## src/rtl/vec_alu_pkg.sv

```systemverilog
// Shared definitions for the vector ALU divider.
//   div_state_t : control FSM states of the restoring divider
//   DIV_*       : default lane width / lane count / step-counter width
//   cnt_w()     : step-counter width for a given lane width
//   lane_lsb()  : LSB position of a lane inside a packed LANES*WIDTH vector
package vec_alu_pkg;

  typedef enum logic [1:0] {
    IDLE = 2'd0,
    BUSY = 2'd1,
    DONE = 2'd2
  } div_state_t;

  function automatic int cnt_w(input int width);
    return (width > 1) ? $clog2(width) : 1;
  endfunction

  localparam int DIV_WIDTH = 8;
  localparam int DIV_LANES = 4;
  localparam int DIV_CNT_W = cnt_w(DIV_WIDTH);

  function automatic int lane_lsb(input int lane, input int width);
    return lane * width;
  endfunction

endpackage

```

## src/rtl/div_lane_step.sv

```systemverilog
// One restoring-division step for a single lane (purely combinational).
//   rem      : partial remainder entering the step (always < divisor when divisor != 0)
//   dvd_bit  : next dividend bit, MSB first
//   divisor  : lane divisor
//   rem_next : partial remainder after the step
//   q_bit    : quotient bit produced by the step (1 = subtraction kept)
module div_lane_step #(
  parameter int WIDTH = 8
) (
  input  logic [WIDTH-1:0] rem,
  input  logic             dvd_bit,
  input  logic [WIDTH-1:0] divisor,
  output logic [WIDTH-1:0] rem_next,
  output logic             q_bit
);

  logic [WIDTH:0] shifted;
  logic [WIDTH:0] diff;
  logic           borrow;

  // The shifted remainder is below 2*divisor, so a non-negative difference
  // always fits in WIDTH bits and the extra MSB is exactly the borrow.
  // A zero divisor never borrows: the dividend streams into the remainder
  // and every quotient bit is 1.
  assign shifted  = {rem, dvd_bit};
  assign diff     = shifted - {1'b0, divisor};
  assign borrow   = diff[WIDTH];
  assign rem_next = borrow ? shifted[WIDTH-1:0] : diff[WIDTH-1:0];
  assign q_bit    = ~borrow;

endmodule

```

## src/rtl/vec_div_restoring.sv

```systemverilog
// Multi-cycle unsigned restoring divider, LANES lanes in lockstep.
//   clk, rst              : clock, synchronous active-high reset
//   in_valid / in_ready   : operand handshake (ready only in IDLE)
//   dividend, divisor     : packed lane operands, lane i = [i*WIDTH +: WIDTH]
//   out_valid / out_ready : result handshake (valid only in DONE)
//   quotient, remainder   : packed lane results, held stable while in DONE
//   div_by_zero           : per-lane flag, divisor was zero
// One quotient bit per lane per cycle; BUSY lasts exactly WIDTH cycles.
module vec_div_restoring
  import vec_alu_pkg::*;
#(
  parameter int WIDTH = DIV_WIDTH,
  parameter int LANES = DIV_LANES
) (
  input  logic                   clk,
  input  logic                   rst,
  input  logic                   in_valid,
  output logic                   in_ready,
  input  logic [LANES*WIDTH-1:0] dividend,
  input  logic [LANES*WIDTH-1:0] divisor,
  output logic                   out_valid,
  input  logic                   out_ready,
  output logic [LANES*WIDTH-1:0] quotient,
  output logic [LANES*WIDTH-1:0] remainder,
  output logic [LANES-1:0]       div_by_zero
);

  localparam int CNT_W = cnt_w(WIDTH);

  div_state_t             state_q, state_d;
  logic [CNT_W-1:0]       cnt_q;
  logic [LANES*WIDTH-1:0] dvd_q;   // dividend shift register, MSB consumed first
  logic [LANES*WIDTH-1:0] dvs_q;
  logic [LANES*WIDTH-1:0] rem_q;
  logic [LANES*WIDTH-1:0] quo_q;
  logic [LANES-1:0]       dbz_q;
  logic [LANES*WIDTH-1:0] rem_step;
  logic [LANES-1:0]       qbit_step;
  logic [LANES-1:0]       dbz_in;
  logic                   accept;

  assign accept = in_valid && (state_q == IDLE);

  for (genvar i = 0; i < LANES; i++) begin : g_lane
    div_lane_step #(.WIDTH(WIDTH)) u_step (
      .rem      (rem_q[lane_lsb(i, WIDTH) +: WIDTH]),
      .dvd_bit  (dvd_q[lane_lsb(i, WIDTH) + WIDTH - 1]),
      .divisor  (dvs_q[lane_lsb(i, WIDTH) +: WIDTH]),
      .rem_next (rem_step[lane_lsb(i, WIDTH) +: WIDTH]),
      .q_bit    (qbit_step[i])
    );
  end

  always_comb begin
    dbz_in = '0;
    for (int i = 0; i < LANES; i++) begin
      dbz_in[i] = (divisor[lane_lsb(i, WIDTH) +: WIDTH] == '0);
    end
  end

  // NOTE: state registers use non-blocking assignments so every flop samples
  // pre-edge values regardless of block evaluation order.
  always_ff @(posedge clk) begin
    if (rst) state_q <= IDLE;
    else     state_q <= state_d;
  end

  // NOTE: next-state gets its default before the case so no path leaves it
  // unassigned, which would infer a latch.
  always_comb begin
    state_d = state_q;
    unique case (state_q)
      IDLE:    if (in_valid)       state_d = BUSY;
      BUSY:    if (cnt_q == '0)    state_d = DONE;
      DONE:    if (out_ready)      state_d = IDLE;
      default:                     state_d = IDLE;
    endcase
  end

  always_ff @(posedge clk) begin
    if (rst) begin
      cnt_q <= '0;
      dvd_q <= '0;
      dvs_q <= '0;
      rem_q <= '0;
      quo_q <= '0;
      dbz_q <= '0;
    end else if (accept) begin
      cnt_q <= CNT_W'(WIDTH - 1);
      dvd_q <= dividend;
      dvs_q <= divisor;
      rem_q <= '0;
      quo_q <= '0;
      dbz_q <= dbz_in;
    end else if (state_q == BUSY) begin
      cnt_q <= cnt_q - 1'b1;
      rem_q <= rem_step;
      for (int i = 0; i < LANES; i++) begin
        dvd_q[lane_lsb(i, WIDTH) +: WIDTH] <= dvd_q[lane_lsb(i, WIDTH) +: WIDTH] << 1;
        quo_q[lane_lsb(i, WIDTH) +: WIDTH] <= (quo_q[lane_lsb(i, WIDTH) +: WIDTH] << 1)
                                              | WIDTH'(qbit_step[i]);
      end
    end
  end

  // Handshake outputs decode the state register only: no input-to-output path.
  assign in_ready    = (state_q == IDLE);
  assign out_valid   = (state_q == DONE);
  assign quotient    = quo_q;
  assign remainder   = rem_q;
  assign div_by_zero = dbz_q;

endmodule

```

## config.mk

```make
export PLATFORM = sky130hd
export DESIGN_NAME = vec_div_restoring
export DESIGN_NICKNAME = d
export VERILOG_FILES = /design/src/rtl/vec_alu_pkg.sv /design/src/rtl/div_lane_step.sv /design/src/rtl/vec_div_restoring.sv
export SDC_FILE = /design/constraint.sdc
export NUM_CORES = 1
export LEC_CHECK = 0
export CORE_MARGIN = 4
export CORE_UTILIZATION = 60
export DETAILED_ROUTE_END_ITERATION = 6
export DONT_BUFFER_PORTS = 1
export PLACE_DENSITY_LB_ADDON = 0.2
export SLEW_MARGIN = 30
export SYNTH_ARGS = -nofsm -noshare
export SYNTH_HDL_FRONTEND = slang
export SYNTH_HIERARCHICAL = 1
export SYNTH_SLANG_ARGS = --single-unit
```

## constraint.sdc

```tcl
create_clock -name clk -period 2.7 [get_ports clk]
set_input_delay 0.54 -clock clk [delete_from_list [all_inputs] [get_ports clk]]
set_output_delay 0.54 -clock clk [all_outputs]
set_load 0.05 [all_outputs]
```

Yosys cells after proc, flatten, opt, wreduce, memory -nomap -nowiden --
Cells that the tools add are included.
Word-level totals: register bits after elaboration 137, logic and storage cells 47, bits of input ports 68
Cells by class: equal/unequal tests 5, reduce and logical (&&, ||, !) cells 10, $add $sub $neg 5, bitwise logic cells 8, mux-type cells 12
Operators by type and width (number):
- 32-bit two-way mux | 2
- 9-bit by 8-bit subtractor with 9-bit output | 4
- 8-bit logical NOT | 4
- 8-bit two-way mux | 4
- 8-bit by 1-bit OR with 8-bit output | 4
- 2-bit two-way mux | 3
- 3-bit two-way mux | 2
- 2-bit case mux with 3 select lines | 1
- 2-bit != test (second input constant) | 2
- 1-bit NOT | 4
- 3-bit logical NOT | 1
- 3-bit AND reduction | 1
- 3-bit by 1-bit subtractor with 3-bit output (second input constant) | 1
- 2-bit by 1-bit == test with 1-bit output (second input constant) | 1
- 2-bit == test (second input constant) | 1
- 2-bit logical NOT | 1
- 2-bit by 1-bit != test with 1-bit output (second input constant) | 1
- 2-bit nonzero test | 1
- 2-bit OR reduction | 1
- 1-bit logical AND | 1

Longest topological paths before layout --
Gate-level depths: netlist of run 1.
depth in word-level cells 3, mapped depth 11, mapped depth without buffers 11

Cells and area by module --
The synthesis of run 1 kept the hierarchy.
By module, submodules not included:
- vec_div_restoring | times used 1, area each 5407.7 um^2, cells an instance 678
- div_lane_step | times used 4, area each 485.5 um^2, cells an instance 58

Worst setup path before layout of run 1 --
OpenSTA, ideal clock, no wires.
path type flip-flop to flip-flop, from register rem_q[20], in the netlist remainder[20], to register rem_q[23], in the netlist remainder[23], arrival 2255 ps, period minus slack after synthesis 2372 ps, buffers on the path 0, setup slack 328 ps, stages on the path, launching flop included 9, data required time 2583 ps, setup time 117 ps, cell sequence dfxtp_1 > ha_1 > a21oi_1 > o21a_1 > o31ai_4 > xor2_4 > mux2_2 > nand2_1 > a21oi_1
On the way: longest elaborated chain between the ends 2
Ends and longest elaborated chain:
- start, declared | RTL line vec_div_restoring.sv:34 | logic [LANES*WIDTH-1:0] rem_q;
- start signal, assigned | RTL line vec_div_restoring.sv:97 | rem_q <= rem_step;
- 9-bit by 8-bit subtractor with 9-bit output | RTL line div_lane_step.sv:26 | assign diff = shifted - {1'b0, divisor};
- 8-bit two-way mux | RTL line div_lane_step.sv:28 | assign rem_next = borrow ? shifted[WIDTH-1:0] : diff[WIDTH-1:0];
- via rem_step[23] | RTL line vec_div_restoring.sv:37 | logic [LANES*WIDTH-1:0] rem_step;
The timed path passes the listed nets, and every way through them passes these cells. A chain may end at the register's enable or synchronous reset.

Worst setup path in the final report of run 1 --
from register dvd_q[23], to register rem_q[19], in the netlist remainder[19]
On the way: longest elaborated chain between the ends 2
Ends and longest elaborated chain:
- start, declared | RTL line vec_div_restoring.sv:32 | logic [LANES*WIDTH-1:0] dvd_q;
- start signal, assigned | RTL line vec_div_restoring.sv:90 | dvd_q <= dividend;
- start signal, assigned by index | RTL line vec_div_restoring.sv:99 | dvd_q[lane_lsb(i, WIDTH) +: WIDTH] <= dvd_q[lane_lsb(i, WIDTH) +: WIDTH] << 1;
- 9-bit by 8-bit subtractor with 9-bit output | RTL line div_lane_step.sv:26
- 8-bit two-way mux | RTL line div_lane_step.sv:28
- via rem_step[19] | RTL line vec_div_restoring.sv:37
The timed path passes the listed nets, and every way through them passes these cells.

==> results of run 1 <==
-- per-layer routing --
metal,vias to the layer above,wire [µm]
li1,3084,-
met1,2909,7084
met2,179,8551
met3,31,1182
met4,0,359
met5,-,0
-- flip-flops by register name (all words and copies together), names as in the netlist --
register / flops
cnt_q: 3
remainder: 32
dvs_q: 32
dvd_q: 32
state_q: 2
quotient: 32
div_by_zero: 4
-- per-stage QoR --
stage | setup slack (ns) | hold slack [ns] | instances | area (µm²)
global route | 0.01145 | 0.1614 | 1079 | 8200
finish | 0.1954 | 0.1862 | 1079 | 8200
detailed placement | 0.1715 | 0.4407 | 1042 | 7565
CTS | 0.1439 | 0.1669 | 1074 | 8154
floorplan | 0.3277 | 0.4363 | 910 | 7350
global placement | 0.2233 | 0.4379 | 1042 | 7565
-- synthesized netlist by cell type, types with 12 or more instances --
cell and number:
inv_1 40, ha_1 34, nand2b_1 41, nor3_1 28, or3b_2 28, buf_2 15, nor2_1 42, mux2_2 30
clkbuf_1 23, dfxtp_1 137, nand3_1 12, nand2_1 208, a21oi_1 151
-- cells by family (layout without fill, tap and decap cells) --
family          after synthesis  in the layout  synth area share
compound gates              194            194            0.1515
simple gates                385            385            0.2489
fa+ha+maj                    38             38           0.06878
flops                       137            137            0.3732
mux                          38             38           0.05754
xor+xnor                     21             22           0.03524
buf+inv                      97            118           0.06486
-- where the power goes --
group / switching, mW / internal, mW / leakage, nW
clock: 0.835 / 1.43 / 0.288
sequential: 0.108 / 2.16 / 1.12
combinational: 0.914 / 0.723 / 1.72
-- final cells by class --
| class | count | area, µm² | share of cell area |
|---|---|---|---|
| Clock buffer | 26 | 529.3 | 0.06454 |
| Clock inverter | 6 | 60.06 | 0.007324 |
| Inverter | 40 | 150.1 | 0.01831 |
| Multi-Input combinational cell | 677 | 4163 | 0.5076 |
| Sequential cell | 137 | 2744 | 0.3346 |
| Tap cell | 147 | 183.9 | 0.02243 |
| Timing Repair Buffer | 46 | 370.4 | 0.04516 |
-- path summary, 6_finish.rpt --
kind	from	to	cells past startpoint
max reg2reg	dvd_q[23]	remainder[19]	11
min	rst	dvd_q[0]	1
max	dvd_q[23]	remainder[19]	11
min reg2reg	dvs_q[31]	dvs_q[31]	2
-- worst max-delay path, stage by stage (launching register included) --
cell     delay [ns]
dfxtp_1        0.31
inv_1          0.07
ha_1           0.15
inv_1          0.05
fa_1           0.40
a21o_1         0.19
a21oi_2        0.26
o31ai_4        0.12
xor2_4         0.32
mux2_2         0.39
nand2_1        0.07
a21oi_1        0.06
==> flow_summary.json, run 1 <==
{
  "drt_iter0_drc": 439,
  "rsz0062_at_grt": "false",
  "cts.sinks": 137,
  "wl_mm": 17.18,
  "synth_area_leaders": "dfxtp_1 37%, nand2_1 11%, a21oi_1 10%",
  "grt_busiest_layer": "met2",
  "vias": 6203,
  "core_mm2": 0.01201,
  "grt_max_degree": 75,
  "hpwlAfterDp_mm": 11.62,
  "yosysSeqAreaShare": 0.3732,
  "clock_latency_ns": 0.42,
  "initial_core_util": 0.6119,
  "async_reset_ff_frac": 0,
  "syn_inst": 910,
  "worst_hold_path_type": "in2reg",
  "synth_ff_type": "dfxtp_1",
  "final_common_cell": "nand2_1",
  "io_pins": 138,
  "peakVddDrop_v": 0.0005150,
  "worst_slew_pin_slew_ns": 0.7075,
  "finalCritPeriodShare": 0.9276,
  "portBuffers": 0,
  "use_met2": 0.4131,
  "p_leak_nw": 3.131,
  "synth_edf_count": 0,
  "critical_path_required_ns": 3.00,
  "outcome": "finished, final reports clean",
  "groute.layer.met1.usage": 0.2865,
  "overflow": 0,
  "fmax_mhz": 399.3,
  "die_area_mm2": 0.01408,
  "maxSlewHeadroom": 0.5277,
  "cts_tree": "yes",
  "grt_pass1_wl_mm": 28.41,
  "syn_area_mm2": 0.007350,
  "path_class": "reg2reg",
  "power.density_mw_per_mm2": 752.5,
  "drc": 0,
  "fin_nets": 1025,
  "yosysWarningCount": 6,
  "vias_per_cell": 5.749,
  "dr.pass1.iters": 5,
  "mostFrequentLayoutCells": "208 x nand2_1, 151 x a21oi_1, 136 x dfxtp_1, 44 x buf_4, 42 x nor2_1",
  "place_congestion": 0.8925,
  "synth.largest_area_cell": "dfxtp_1",
  "final_util": 0.6827,
  "dieWidth_um": 118.7,
  "setup_violations": 0,
  "postCtsSetupBuffers": 0,
  "cts_hold_buffers": 0,
  "antenna_found_initial": 0,
  "ys_types": 41,
  "syn_avg_cell_area_um2": 8.076,
  "postRouteAntennaNets": 0,
  "worst_ep_arrival_time_ns": 2.80,
  "cts_resized": 0,
  "maxCapViolCount": 0,
  "fin_setup_tns_ns": 0,
  "cp-start-kind": "flop",
  "grt_pass1_vias": 5999,
  "clk_pin_slew_worst_paths_ns": 0.06,
  "grt_use_met3": 0.08517,
  "period_minus_slack_ns": 2.505,
  "h-tree-depth": 4,
  "crit_fanout": 9,
  "grt_usage": 0.2453,
  "syn_nets": 1016,
  "cts-root-to-sink-buffers": 2,
  "fill_cells": 1022,
  "final_layout_size_suffix_gt1_frac": 0.1685,
  "rows": 40,
  "cts_buffers": 17,
  "routedWlPerCell_um": 15.92,
  "r2r_slack_ns": 0.20,
  "n_antenna_cell": 0,
  "drv_slew": 0,
  "die_h_um": 118.7,
  "yosysTopAreaCellShare": 0.3732,
  "finClkSkew_ns": 0.006176,
  "hold_viol_final": 0,
  "area_growth_pct": 11.58,
  "finalPower_mw": 6.171,
  "end_kind": "flop",
  "ys_ff_latch": 137,
  "clockRootBuffer": "clkbuf_16"
}
Note: power is estimated with default switching activity, not from simulation.
==> inputs of run 2 (changes only) <==
Settings changed: CTS_BUF_LIST from default to sky130_fd_sc_hd__clkbuf_2 sky130_fd_sc_hd__clkbuf_4 sky130_fd_sc_hd__clkbuf_8, SETUP_SLACK_MARGIN from default to 0.4.
==> run 2 against run 1 <==
Compared with the run above:
- critical path depth up 1
- final cell count up 2.4%
- sequential power about the same
- clock power down 20%
- critical endpoint is now remainder[3]
- worst setup slack better by 0.13 ns
- hold slack worse by 0.043 ns
- non-clock buffer count up 26
- die area unchanged
- largest cell class unchanged
==> flow_summary.json, run 2 (same netlist as run 1, synthesis figures left out) <==
{
  "outcome": "finished, final reports clean",
  "drc": 0,
  "mostFrequentLayoutCells": "203 x nand2_1, 145 x a21oi_1, 116 x dfxtp_1, 58 x buf_4, 42 x nor2_1",
  "crit_family": "compound AO/OA/AOI/OAI gates",
  "vias_per_cell": 5.919,
  "final_common_cell": "nand2_1",
  "cts.sinks": 137,
  "fmax_mhz": 421.8,
  "period_minus_slack_ns": 2.371,
  "drt_iter0_drc": 399,
  "cts_tree": "yes",
  "portBuffers": 0,
  "grt_usage": 0.2650,
  "crit_slowest_cell": "mux2_2",
  "drv_slew": 0,
  "clockRootBuffer": "clkbuf_8",
  "grt_use_met3": 0.08325,
  "cp-start-kind": "flop",
  "groute.layer.met1.usage": 0.3028,
  "hold-path-cell-count": 1,
  "clk_pin_slew_worst_paths_ns": 0.08,
  "grt_pass1_vias": 6476,
  "dr.pass1.iters": 5,
  "worst_hold_path_type": "in2reg",
  "area_growth_pct": 16.62,
  "overflow": 0,
  "grt_max_degree": 75,
  "clock_latency_ns": 0.45,
  "power.density_mw_per_mm2": 729.4,
  "design_area_mm2": 0.008571,
  "place_congestion": 0.8898,
  "cpPeakStageDelay_ns": 0.38,
  "setup_violations": 0,
  "io_pins": 138,
  "maxCapViolCount": 0,
  "rows": 40,
  "initial_core_util": 0.6119,
  "fin_setup_tns_ns": 0,
  "die_area_mm2": 0.01408,
  "timing.critical_path.buf_inv": 3,
  "hpwlAfterDp_mm": 12.03,
  "cts_hold_buffers": 0,
  "cts-root-to-sink-buffers": 2,
  "dp_cells": 1041,
  "worst_ep_arrival_time_ns": 2.70,
  "cp_common_cell": "inv_2",
  "h-tree-depth": 4,
  "routedWlPerCell_um": 17.40,
  "grt_pass1_wl_mm": 30.79,
  "finClkSkew_ns": 0.01101,
  "crit_fanout": 5,
  "rr_worst_depth": 12,
  "postRouteAntennaNets": 0,
  "core_mm2": 0.01201,
  "die_h_um": 118.7,
  "final_util": 0.7135,
  "antenna_found_initial": 1,
  "fin_nets": 1051,
  "hold_viol_final": 0,
  "crit_cells": 12,
  "critical_path_required_ns": 3.03,
  "maxSlewHeadroom": 0.5363,
  "end_kind": "flop",
  "path_class": "reg2reg",
  "final_cells": 1105,
  "finalCritPeriodShare": 0.8781,
  "p_leak_nw": 3.288,
  "dieWidth_um": 118.7,
  "worst_slew_pin_slew_ns": 0.6955,
  "wl_mm": 19.23,
  "use_met2": 0.4604,
  "cts_buffers": 17,
  "placed_area_mm2": 0.007585,
  "grt_busiest_layer": "met2",
  "path_cells": "inv_2, ha_4, inv_2, fa_2, a21o_1, a21oi_4, o31ai_4, buf_6, xor2_4, mux2_2, nand2_1, a21oi_1",
  "vias": 6540,
  "final_layout_size_suffix_gt1_frac": 0.2463,
  "n_antenna_cell": 0,
  "peakVddDrop_v": 0.0004540,
  "rsz0062_at_grt": "true"
}
[run 2: cell types whose count changed in the layout (fill, tap and decap cells not counted), moves of 9 or more]
cell / before / now
buf_4: 44 / 58
dfxtp_2: 1 / 17
mux2_4: 0 / 23
dfxtp_1: 136 / 116
clkbuf_8: 7 / 20
mux2_2: 30 / 11
buf_6: 0 / 9
clkbuf_16: 17 / 0
[run 2: path summary, 6_finish.rpt]
path         startpoint      endpoint  slack, ns
max            dvd_q[7]  remainder[3]       0.33
min                 rst     dvd_q[24]       0.14
max reg2reg    dvd_q[7]  remainder[3]       0.33
min reg2reg   dvs_q[23]     dvs_q[23]       0.45
[run 2: where the power goes]
group,switching (mW),total (mW),internal (mW)
sequential,0.118,2.28,2.16
combinational,1.10,2.17,1.07
clock,0.773,1.81,1.04
[run 2: what timing repair did]
| item | in CTS | in global routing |
|---|---|---|
| resized for setup | 42 | 42 |
| setup buffers | 20 | 10 |
| endpoints found under the setup margin | 34 | 34 |
| pin swaps | 12 | 9 |
| cloned | 2 | 0 |
[run 2: per-stage QoR]
stage | worst slack, ns | hold WS [ns] | total power [mW]
floorplan | 0.4428 | 0.4363 | 3.626
global placement | 0.2114 | 0.4376 | 3.830
CTS | 0.3532 | 0.1283 | 6.060
global route | 0.2479 | 0.1153 | 6.555
finish | 0.3291 | 0.1437 | 6.251
detailed placement | 0.1770 | 0.4415 | 3.892
[run 2: worst register-to-register path, delay by kind of cell (launching register included)]
family	cells	cell delay [ns]
compound gates	4	0.51
fa+ha+maj	2	0.47
mux	1	0.38
flops	1	0.32
xor+xnor	1	0.27
buf+inv	3	0.25
simple gates	1	0.06
[run 2: cell type report]
type	count	area, µm²
inverter	40	150.1
clock inverter	7	115.1
multi-input combinational	677	4385
fill	917	3441
sequential	137	2779
timing repair buffer	72	644.4
tap	147	183.9
clock buffer	25	312.8
[run 2: metal layers]
| metal | wire (µm) | share of wire | vias to the layer above |
|---|---|---|---|
| met5 | 13 | 0.00068 | - |
| met1 | 7729 | 0.40 | 3119 |
| li1 | - | - | 3135 |
| met4 | 498 | 0.026 | 2 |
| met3 | 1279 | 0.067 | 55 |
| met2 | 9705 | 0.50 | 229 |
